`config.mk`:
```
export PLATFORM = sky130hd
export DESIGN_NAME = bus_interconnect_mp
export DESIGN_NICKNAME = d
export VERILOG_FILES = /design/src/rtl/bus_interconnect_mp.sv
export SDC_FILE = /design/constraint.sdc
export NUM_CORES = 1
export LEC_CHECK = 0
export CAP_MARGIN = 20
export CORE_AREA = 2 2 219 221
export DETAILED_ROUTE_END_ITERATION = 10
export DIE_AREA = 0 0 221 223
export HOLD_SLACK_MARGIN = 0.03
export PLACE_DENSITY = 0.42
export SYNTH_ARGS = -nofsm -noshare
export SYNTH_HDL_FRONTEND = slang
export SYNTH_SLANG_ARGS = --single-unit
```
`constraint.sdc`:
```
create_clock -name clk -period 2.4 [get_ports clk]
set_clock_uncertainty 0.1 [all_clocks]
set_input_delay 0.72 -clock clk [delete_from_list [all_inputs] [get_ports clk]]
set_output_delay 0.72 -clock clk [all_outputs]
set_load 0.005 [all_outputs]
```
`src/rtl/bus_interconnect_mp.sv`:
```
// Multi-master simple-bus interconnect: round-robin arbitration, address decode onto
// one-hot slave strobes, decode-error responses and a saturating error counter.
module bus_interconnect_mp #(
  parameter int                           NUM_MASTERS = 2,
  parameter int                           NUM_SLAVES  = 8,
  parameter int                           DATA_W      = 32,
  parameter logic [NUM_SLAVES-1:0][31:0]  SLAVE_BASE  = '0,
  parameter logic [NUM_SLAVES-1:0][31:0]  SLAVE_MASK  = {NUM_SLAVES{32'hFFFF_F000}},
  parameter logic [DATA_W-1:0]            ERR_RDATA   = DATA_W'(32'hDEAD_BEEF)
) (
  input  logic                                    clk,
  input  logic                                    rst,
  input  logic [NUM_MASTERS-1:0]                  m_valid,
  input  logic [NUM_MASTERS-1:0]                  m_write,
  input  logic [NUM_MASTERS-1:0][31:0]            m_addr,
  input  logic [NUM_MASTERS-1:0][DATA_W-1:0]      m_wdata,
  input  logic [NUM_MASTERS-1:0][DATA_W/8-1:0]    m_wstrb,
  output logic [NUM_MASTERS-1:0]                  m_ready,
  output logic [NUM_MASTERS-1:0]                  m_rvalid,
  output logic [DATA_W-1:0]                       m_rdata,
  output logic [NUM_MASTERS-1:0]                  m_err,
  output logic [NUM_SLAVES-1:0]                   s_req_valid,
  output logic                                    s_req_write,
  output logic [31:0]                             s_req_addr,
  output logic [DATA_W-1:0]                       s_req_wdata,
  output logic [DATA_W/8-1:0]                     s_req_wstrb,
  input  logic [NUM_SLAVES-1:0][DATA_W-1:0]       s_rdata,
  output logic [NUM_SLAVES-1:0]                   s_resp_read_pulse,
  output logic [31:0]                             s_resp_addr,
  output logic [15:0]                             err_count
);
  // state  | meaning
  // IDLE   | arbitrate; grant edge registers m_ready / s_req_* for the ISSUE cycle
  // ISSUE  | request strobe on the slave port; reads capture slave data at its end
  // RESP   | read data (or ERR_RDATA) returned to the granted master

  localparam int STRB_W = DATA_W / 8;
  localparam int MW     = (NUM_MASTERS > 1) ? $clog2(NUM_MASTERS) : 1;
  localparam int SW     = (NUM_SLAVES > 1) ? $clog2(NUM_SLAVES) : 1;

  typedef enum logic [1:0] {S_IDLE, S_ISSUE, S_RESP} state_t;
  state_t state_q, state_d;

  logic [MW-1:0]          rr_ptr, grant_idx, arb_cand, grant_q;
  logic                   grant_any;
  logic [31:0]            win_addr, addr_q;
  logic                   dec_hit, hit_q, wr_q;
  logic [SW-1:0]          dec_slave, slave_q;

  logic [NUM_MASTERS-1:0] m_ready_d, m_rvalid_d, m_err_d;
  logic [NUM_SLAVES-1:0]  s_req_valid_d, s_resp_read_pulse_d;
  logic [DATA_W-1:0]      m_rdata_d, s_req_wdata_d;
  logic [STRB_W-1:0]      s_req_wstrb_d;
  logic [31:0]            s_req_addr_d, s_resp_addr_d;
  logic                   s_req_write_d;
  logic [15:0]            err_count_d;

  // Round-robin search starting at rr_ptr; first requesting master wins.
  always_comb begin
    grant_idx = '0;
    grant_any = 1'b0;
    arb_cand  = '0;
    for (int i = 0; i < NUM_MASTERS; i++) begin
      arb_cand = MW'((int'(rr_ptr) + i) % NUM_MASTERS);
      if (!grant_any && m_valid[arb_cand]) begin
        grant_any = 1'b1;
        grant_idx = arb_cand;
      end
    end
  end

  // Descending scan so the lowest matching region index overrides on overlap.
  always_comb begin
    win_addr  = m_addr[grant_idx];
    dec_hit   = 1'b0;
    dec_slave = '0;
    for (int i = NUM_SLAVES - 1; i >= 0; i--) begin
      if ((win_addr & SLAVE_MASK[i]) == SLAVE_BASE[i]) begin
        dec_hit   = 1'b1;
        dec_slave = SW'(i);
      end
    end
  end

  always_ff @(posedge clk) begin
    if (rst) state_q <= S_IDLE;
    else     state_q <= state_d;
  end

  always_comb begin
    state_d = state_q;
    case (state_q)
      S_IDLE:  if (grant_any) state_d = S_ISSUE;
      S_ISSUE: state_d = wr_q ? S_IDLE : S_RESP;
      S_RESP:  state_d = S_IDLE;
      default: state_d = S_IDLE;
    endcase
  end

  always_ff @(posedge clk) begin
    if (rst) begin
      wr_q    <= 1'b0;
      addr_q  <= '0;
      grant_q <= '0;
      slave_q <= '0;
      hit_q   <= 1'b0;
      rr_ptr  <= '0;
    end else if (state_q == S_IDLE && grant_any) begin
      wr_q    <= m_write[grant_idx];
      addr_q  <= win_addr;
      grant_q <= grant_idx;
      slave_q <= dec_slave;
      hit_q   <= dec_hit;
      rr_ptr  <= MW'((int'(grant_idx) + 1) % NUM_MASTERS);
    end
  end

  // Next values for the registered outputs; pulses default low, data fields hold.
  always_comb begin
    m_ready_d           = '0;
    m_rvalid_d          = '0;
    m_err_d             = '0;
    s_req_valid_d       = '0;
    s_resp_read_pulse_d = '0;
    m_rdata_d           = m_rdata;
    s_resp_addr_d       = s_resp_addr;
    err_count_d         = err_count;
    s_req_write_d       = s_req_write;
    s_req_addr_d        = s_req_addr;
    s_req_wdata_d       = s_req_wdata;
    s_req_wstrb_d       = s_req_wstrb;
    case (state_q)
      S_IDLE: begin
        if (grant_any) begin
          m_ready_d[grant_idx] = 1'b1;
          s_req_write_d        = m_write[grant_idx];
          s_req_addr_d         = win_addr;
          s_req_wdata_d        = m_wdata[grant_idx];
          s_req_wstrb_d        = m_wstrb[grant_idx];
          if (dec_hit) begin
            s_req_valid_d[dec_slave] = 1'b1;
          end else begin
            m_err_d[grant_idx] = 1'b1;
            if (err_count != 16'hFFFF) err_count_d = err_count + 16'd1;
          end
        end
      end
      S_ISSUE: begin
        if (!wr_q) begin
          m_rvalid_d[grant_q] = 1'b1;
          if (hit_q) begin
            m_rdata_d                    = s_rdata[slave_q];
            s_resp_read_pulse_d[slave_q] = 1'b1;
            s_resp_addr_d                = addr_q;
          end else begin
            m_rdata_d        = ERR_RDATA;
            m_err_d[grant_q] = 1'b1;
          end
        end
      end
      default: ;
    endcase
  end

  always_ff @(posedge clk) begin
    if (rst) begin
      m_ready           <= '0;
      m_rvalid          <= '0;
      m_err             <= '0;
      s_req_valid       <= '0;
      s_resp_read_pulse <= '0;
      m_rdata           <= '0;
      s_resp_addr       <= '0;
      err_count         <= '0;
      s_req_write       <= 1'b0;
      s_req_addr        <= '0;
      s_req_wdata       <= '0;
      s_req_wstrb       <= '0;
    end else begin
      m_ready           <= m_ready_d;
      m_rvalid          <= m_rvalid_d;
      m_err             <= m_err_d;
      s_req_valid       <= s_req_valid_d;
      s_resp_read_pulse <= s_resp_read_pulse_d;
      m_rdata           <= m_rdata_d;
      s_resp_addr       <= s_resp_addr_d;
      err_count         <= err_count_d;
      s_req_write       <= s_req_write_d;
      s_req_addr        <= s_req_addr_d;
      s_req_wdata       <= s_req_wdata_d;
      s_req_wstrb       <= s_req_wstrb_d;
    end
  end

endmodule

```
* Word-level counts from Yosys, hierarchy flattened
Index checks and enable logic that the tools add are counted.
Storage, ports and cells: bits in registers 202, input bits 398, output and inout bits 171, word-level logic and storage cells 81
Cells by class: $add $sub $neg 3, magnitude comparators 6, equal/unequal tests 3, mux-type cells 31, bitwise gates (word level) 6, reductions and logical operators 14
Operators with widths (count):
- $mux 32 | 5
- $logic_not 32->1 | 1
- $add 16x1->16 const B | 1
- $ne 16x16->1 const B | 1
- $mux 1 | 14
- $mux 2 | 6
- $lt 1x2->1 const B | 4
- $mux 4 | 2
- $pmux 2 s2 | 2
- $not 1->1 | 6
- $reduce_or 3->1 | 2
- $logic_and 1x1->1 | 4
- $reduce_and 2->1 | 2
- $reduce_and 4->1 | 1
- $reduce_or 4->1 | 1
- $reduce_and 3->1 | 1
- $add 1x1->1 const B | 2
- $demux 1 s1 | 2
- $eq 2x1->1 const B | 1
- $ge 1x1->1 const B | 2
- $logic_not 2->1 | 1
- $ne 2x2->1 const B | 1
- $logic_not 1->1 | 1

* Longest topological paths before layout
depth after elaboration 13, gate-level depth with buffers 10, depth with buffers taken out 7

* Worst setup path after synthesis
OpenSTA, ideal clock, no wires.
kind input to register, start input port m_addr[51] (netlist bit), end register err_count[14], library setup time 0.121 ns, data arrival time 2.300 ns, required time 2.179 ns, setup slack -0.121 ns, stages on the path 6, buffers on the path 1, cells stage by stage or4_1 -> o31ai_4 -> a211oi_2 -> buf_4 -> nand3_1 -> mux2_2
On the way: cells in the longest elaborated chain, start to end 6
Ends and longest elaborated chain:
- start, declared | RTL line 15 | input logic [NUM_MASTERS-1:0][31:0] m_addr,
- $mux 32 (implied by the code) (2 in a row) | RTL line 74 | win_addr = m_addr[grant_idx];
- $logic_not 32->1 | RTL line 78 | if ((win_addr & SLAVE_MASK[i]) == SLAVE_BASE[i]) begin
- $mux 1 | RTL line 78
- $not 1->1 (no source line)
- $reduce_and 4->1 (no source line)
- end signal, assigned | RTL line 187 | err_count <= err_count_d;
- end, declared | RTL line 30 | output logic [15:0] err_count
No other way between the ends. The select of a mux whose other input is x is not followed. A chain may end at the register's enable or synchronous reset.

* Worst setup path after layout
start input port m_addr[31] (netlist bit), end register err_count[15]
The elaborated chain is that of the path after synthesis.

==> metrics.txt <==
# TYPE chip_impl_metric gauge
chip_impl_info{name="outcome",value="completed"} 1
chip_impl_metric{name="detail_route.wirelength",unit="mm"} 27.6
chip_impl_metric{name="drc_errors_left",unit=""} 0
chip_impl_info{name="cts_root_buf",value="clkbuf_16"} 1
chip_impl_metric{name="synth_edf_count",unit=""} 0
chip_impl_info{name="worst-setup-path-type",value="input pin to flip-flop"} 1
chip_impl_metric{name="clk_pin_slew",unit="ps"} 60
chip_impl_metric{name="cts-root-to-sink-buffers",unit=""} 2
chip_impl_metric{name="postLayoutCellArea",unit="sq um"} 11300
chip_impl_metric{name="drt_initial_violations",unit=""} 356
chip_impl_metric{name="ant_nets",unit=""} 0
chip_impl_metric{name="setup_viol",unit=""} 0
chip_impl_metric{name="p_switching",unit="mW"} 1.95
chip_impl_info{name="critical_path_cell_by_cell",value="clkdlybuf4s50_1 > nor4_2 > o2111ai_4 > o31ai_4 > buf_12 > a2111o_1 > or3_1 > a21oi_2"} 1
chip_impl_metric{name="clock_tree.htree_level_count",unit=""} 4
chip_impl_metric{name="postLayoutSetupSlackWorst",unit="ps"} 4.84
chip_impl_info{name="grt_setup_unrepaired",value="true"} 1
chip_impl_metric{name="vdd_drop_max",unit="mV"} 0.476
chip_impl_metric{name="antenna_cells_inserted",unit=""} 0
chip_impl_metric{name="final_layout_size_suffix_gt1_frac",unit=""} 0.0930
chip_impl_metric{name="row_count",unit=""} 80
chip_impl_metric{name="coreArea",unit="sq um"} 47100
chip_impl_metric{name="firstDrtPassIters",unit=""} 7
chip_impl_metric{name="critical_path_arrival",unit="ps"} 2710
chip_impl_metric{name="gr-total-overflow",unit=""} 0
chip_impl_metric{name="routabilityCongestion",unit=""} 0.768
chip_impl_metric{name="min_period_over_period",unit=""} 0.998
chip_impl_metric{name="first_global_vias",unit=""} 6549
chip_impl_metric{name="clkPwrFrac",unit=""} 0.401
chip_impl_metric{name="grt_start_max_net_pins",unit=""} 67
chip_impl_metric{name="critical_path_fanouts_max",unit=""} 8
chip_impl_metric{name="insertion_delay",unit="ps"} 480
chip_impl_metric{name="ys.warnings.count",unit=""} 0
chip_impl_metric{name="initial_core_util",unit=""} 0.135
chip_impl_metric{name="ios",unit=""} 569
chip_impl_metric{name="finish.utilization",unit=""} 0.240
chip_impl_metric{name="post_drt_wl_per_cell",unit="um"} 16.3
chip_impl_metric{name="synth_area_per_cell",unit="sq um"} 8.76
chip_impl_metric{name="cts_hold_buf",unit=""} 0
chip_impl_metric{name="synthesis.instances",unit=""} 728
chip_impl_info{name="hp-class",value="flip-flop to flip-flop"} 1
chip_impl_metric{name="number_of_antenna_violations_at_the_first_check_in_global_routing",unit=""} 1
chip_impl_info{name="worst_setup_path_start_kind",value="input pin"} 1
chip_impl_metric{name="grt_pass1_wl",unit="mm"} 40.9
chip_impl_metric{name="tritoncts_buffer_count",unit=""} 17
chip_impl_metric{name="hpwlAfterDp",unit="mm"} 19.8
chip_impl_info{name="synth-main-ff-cell",value="dfxtp_1"} 1
chip_impl_metric{name="cts.sink_count",unit=""} 162
chip_impl_metric{name="drt-vias-per-instance",unit=""} 3.89
chip_impl_metric{name="detailed_place.area",unit="sq um"} 10600
chip_impl_metric{name="p_seq_frac",unit=""} 0.406
chip_impl_info{name="highest_count_cells_in_the_layout_ignoring_fill_and_taps",value="319 x clkdlybuf4s50_1, 162 x dfxtp_1, 115 x nand2_1"} 1
chip_impl_metric{name="layout-area-overhead-vs-synth",unit="%"} 77.5
chip_impl_metric{name="routed-via-count",unit=""} 6582
chip_impl_metric{name="layoutNonFillerInstCount",unit=""} 1690
chip_impl_metric{name="floorplan.die_area",unit="sq um"} 49300
chip_impl_info{name="clock_tree_from_tritoncts",value="built"} 1
chip_impl_metric{name="holdPathStages",unit=""} 2
chip_impl_metric{name="mappedNetlistArea",unit="sq um"} 6380
chip_impl_metric{name="maxCapViolations",unit=""} 0
chip_impl_metric{name="timing.critical_path.required",unit="ps"} 2720
chip_impl_metric{name="finalMaxSlewViolations",unit=""} 0
chip_impl_metric{name="synth_seq_area_share",unit=""} 0.508
chip_impl_metric{name="max_clock_freq",unit="MHz"} 418
chip_impl_metric{name="report.final.hold_viol_count",unit=""} 0
chip_impl_metric{name="synth_async_sr_flop_share",unit=""} 0
chip_impl_metric{name="port-buffer-count",unit=""} 330
chip_impl_metric{name="switching_share",unit=""} 0.263
chip_impl_info{name="timing.critical_path.slowest_stage_cell",value="clkdlybuf4s50_1"} 1
chip_impl_info{name="layout_commonest_cell",value="clkdlybuf4s50_1"} 1
chip_impl_metric{name="pwr_density_cell",unit="nW/um^2"} 653
chip_impl_metric{name="synth.lib_cells_used.distinct",unit=""} 44
chip_impl_metric{name="comb_power_share",unit=""} 0.193
chip_impl_metric{name="place_worst_setup_slack",unit="ps"} -740
chip_impl_metric{name="cell_internal_pwr",unit="mW"} 5.45
chip_impl_metric{name="worst_reg_to_reg_cells",unit=""} 7
chip_impl_metric{name="die_h",unit="um"} 223
chip_impl_info{name="cp-end-kind",value="flip-flop"} 1
chip_impl_metric{name="cp_slowest_stage_delay",unit="ps"} 530
chip_impl_metric{name="num-nets-final",unit=""} 1464
chip_impl_metric{name="grt.total_usage",unit=""} 0.111
chip_impl_metric{name="yosys_register_bits",unit=""} 162
chip_impl_metric{name="fp.dieW",unit="um"} 221
chip_impl_metric{name="power.leakage",unit="nW"} 4.10
chip_impl_metric{name="period_needed",unit="ps"} 2400
chip_impl_metric{name="post-place-cells",unit=""} 1659
[path summary, 6_finish.rpt]
check	from	endpoint	slack [ps]
worst max register to register	rr_ptr	err_count[15]	220
worst max-delay path	m_addr[31]	err_count[15]	5
worst min register to register	s_resp_addr[11]	s_resp_addr[11]	350
worst min-delay path	s_resp_addr[11]	s_resp_addr[11]	350
[critical path: cells and delay by family]
| kind | cells | cell delay, ps |
|---|---|---|
| AOI/OAI and AO/OA | 4 | 830 |
| and+or+nand+nor | 2 | 480 |
| buffers and inverters | 2 | 680 |
[sequential cells by signal (all words and copies together) (netlist names), 2 cells and up]
register and count:
addr_q 32, err_count 16, m_err 2, m_rdata 32, m_ready 2, m_rvalid 2
s_req_wdata 32, s_req_wstrb 4, s_resp_addr 32, state_q 2
[synth_stat cells (all sizes together), types with 2 or more instances]
cell type / instances / area share
nor3: 32 / 0.026
nor4: 10 / 0.0098
inv: 5 / 0.0029
nor3b: 24 / 0.028
nand4: 3 / 0.0029
mux2i: 21 / 0.033
and3: 4 / 0.0039
a22oi: 16 / 0.019
buf: 24 / 0.025
clkbuf: 48 / 0.028
nand2: 115 / 0.068
o21ai: 8 / 0.0069
and2: 4 / 0.0039
a21oi: 52 / 0.041
nand3: 15 / 0.012
and4: 2 / 0.0035
mux2: 5 / 0.0088
nor2b: 7 / 0.0080
nor2: 96 / 0.056
dfxtp: 162 / 0.51
a21o: 3 / 0.0035
a222oi: 34 / 0.053
or3: 5 / 0.0049
a211oi: 21 / 0.025
[per-stage QoR]
stage               power [mW]  TNS, ps  hold slack [ps]
floorplan                 3.55        0              348
global placement          4.51   -37910              341
detailed placement        4.51   -38940              346
CTS                       7.59        0              356
global route              7.79    -28.7              373
finish                    7.40        0              354
[what timing repair did]
| action | in CTS | in global routing |
|---|---|---|
| resized for setup | 11 | 10 |
| setup buffers | 1 | 2 |
| endpoints found under the setup margin | 19 | 17 |
| pin swaps | 12 | 5 |
[layout make-up]
type	instances	area, sq um
multi-input cells	502	2930
fillers	5136	35800
clock buffers	20	447
flip-flops and latches	162	3240
inverters	5	18.8
clock inverters	9	158
repair buffers	377	3760
well taps	615	769
[power by group through the flow]
| stage | combinational (mW) | sequential (mW) | clock [mW] |
|---|---|---|---|
| floorplan | 0.486 | 3.06 | 0 |
| global placement | 1.45 | 3.06 | 0 |
| detailed placement | 1.44 | 3.06 | 0 |
| CTS | 1.46 | 3.01 | 3.13 |
| global route | 1.56 | 3.03 | 3.20 |
| finish | 1.43 | 3.00 | 2.97 |
[per-layer routing]
layer	track usage	share of wire
met1	0.130	0.43
met2	0.174	0.46
met3	0.0561	0.093
met4	0.0411	0.017
met5	0	0
[cell families (layout without fill, tap and decap cells)]
kind of cell    count (synthesis)  after routing  synth area share
other cells                     1             14          0.000588
flops                         162            162             0.508
compound gates                140            140             0.159
simple gates                  320            320             0.230
xor+xnor                        1              1           0.00137
mux                            26             26            0.0418
fa+ha+maj                       1              1           0.00196
buf+inv                        77            411            0.0565
No activity file was read; power rests on OpenSTA's default activity.
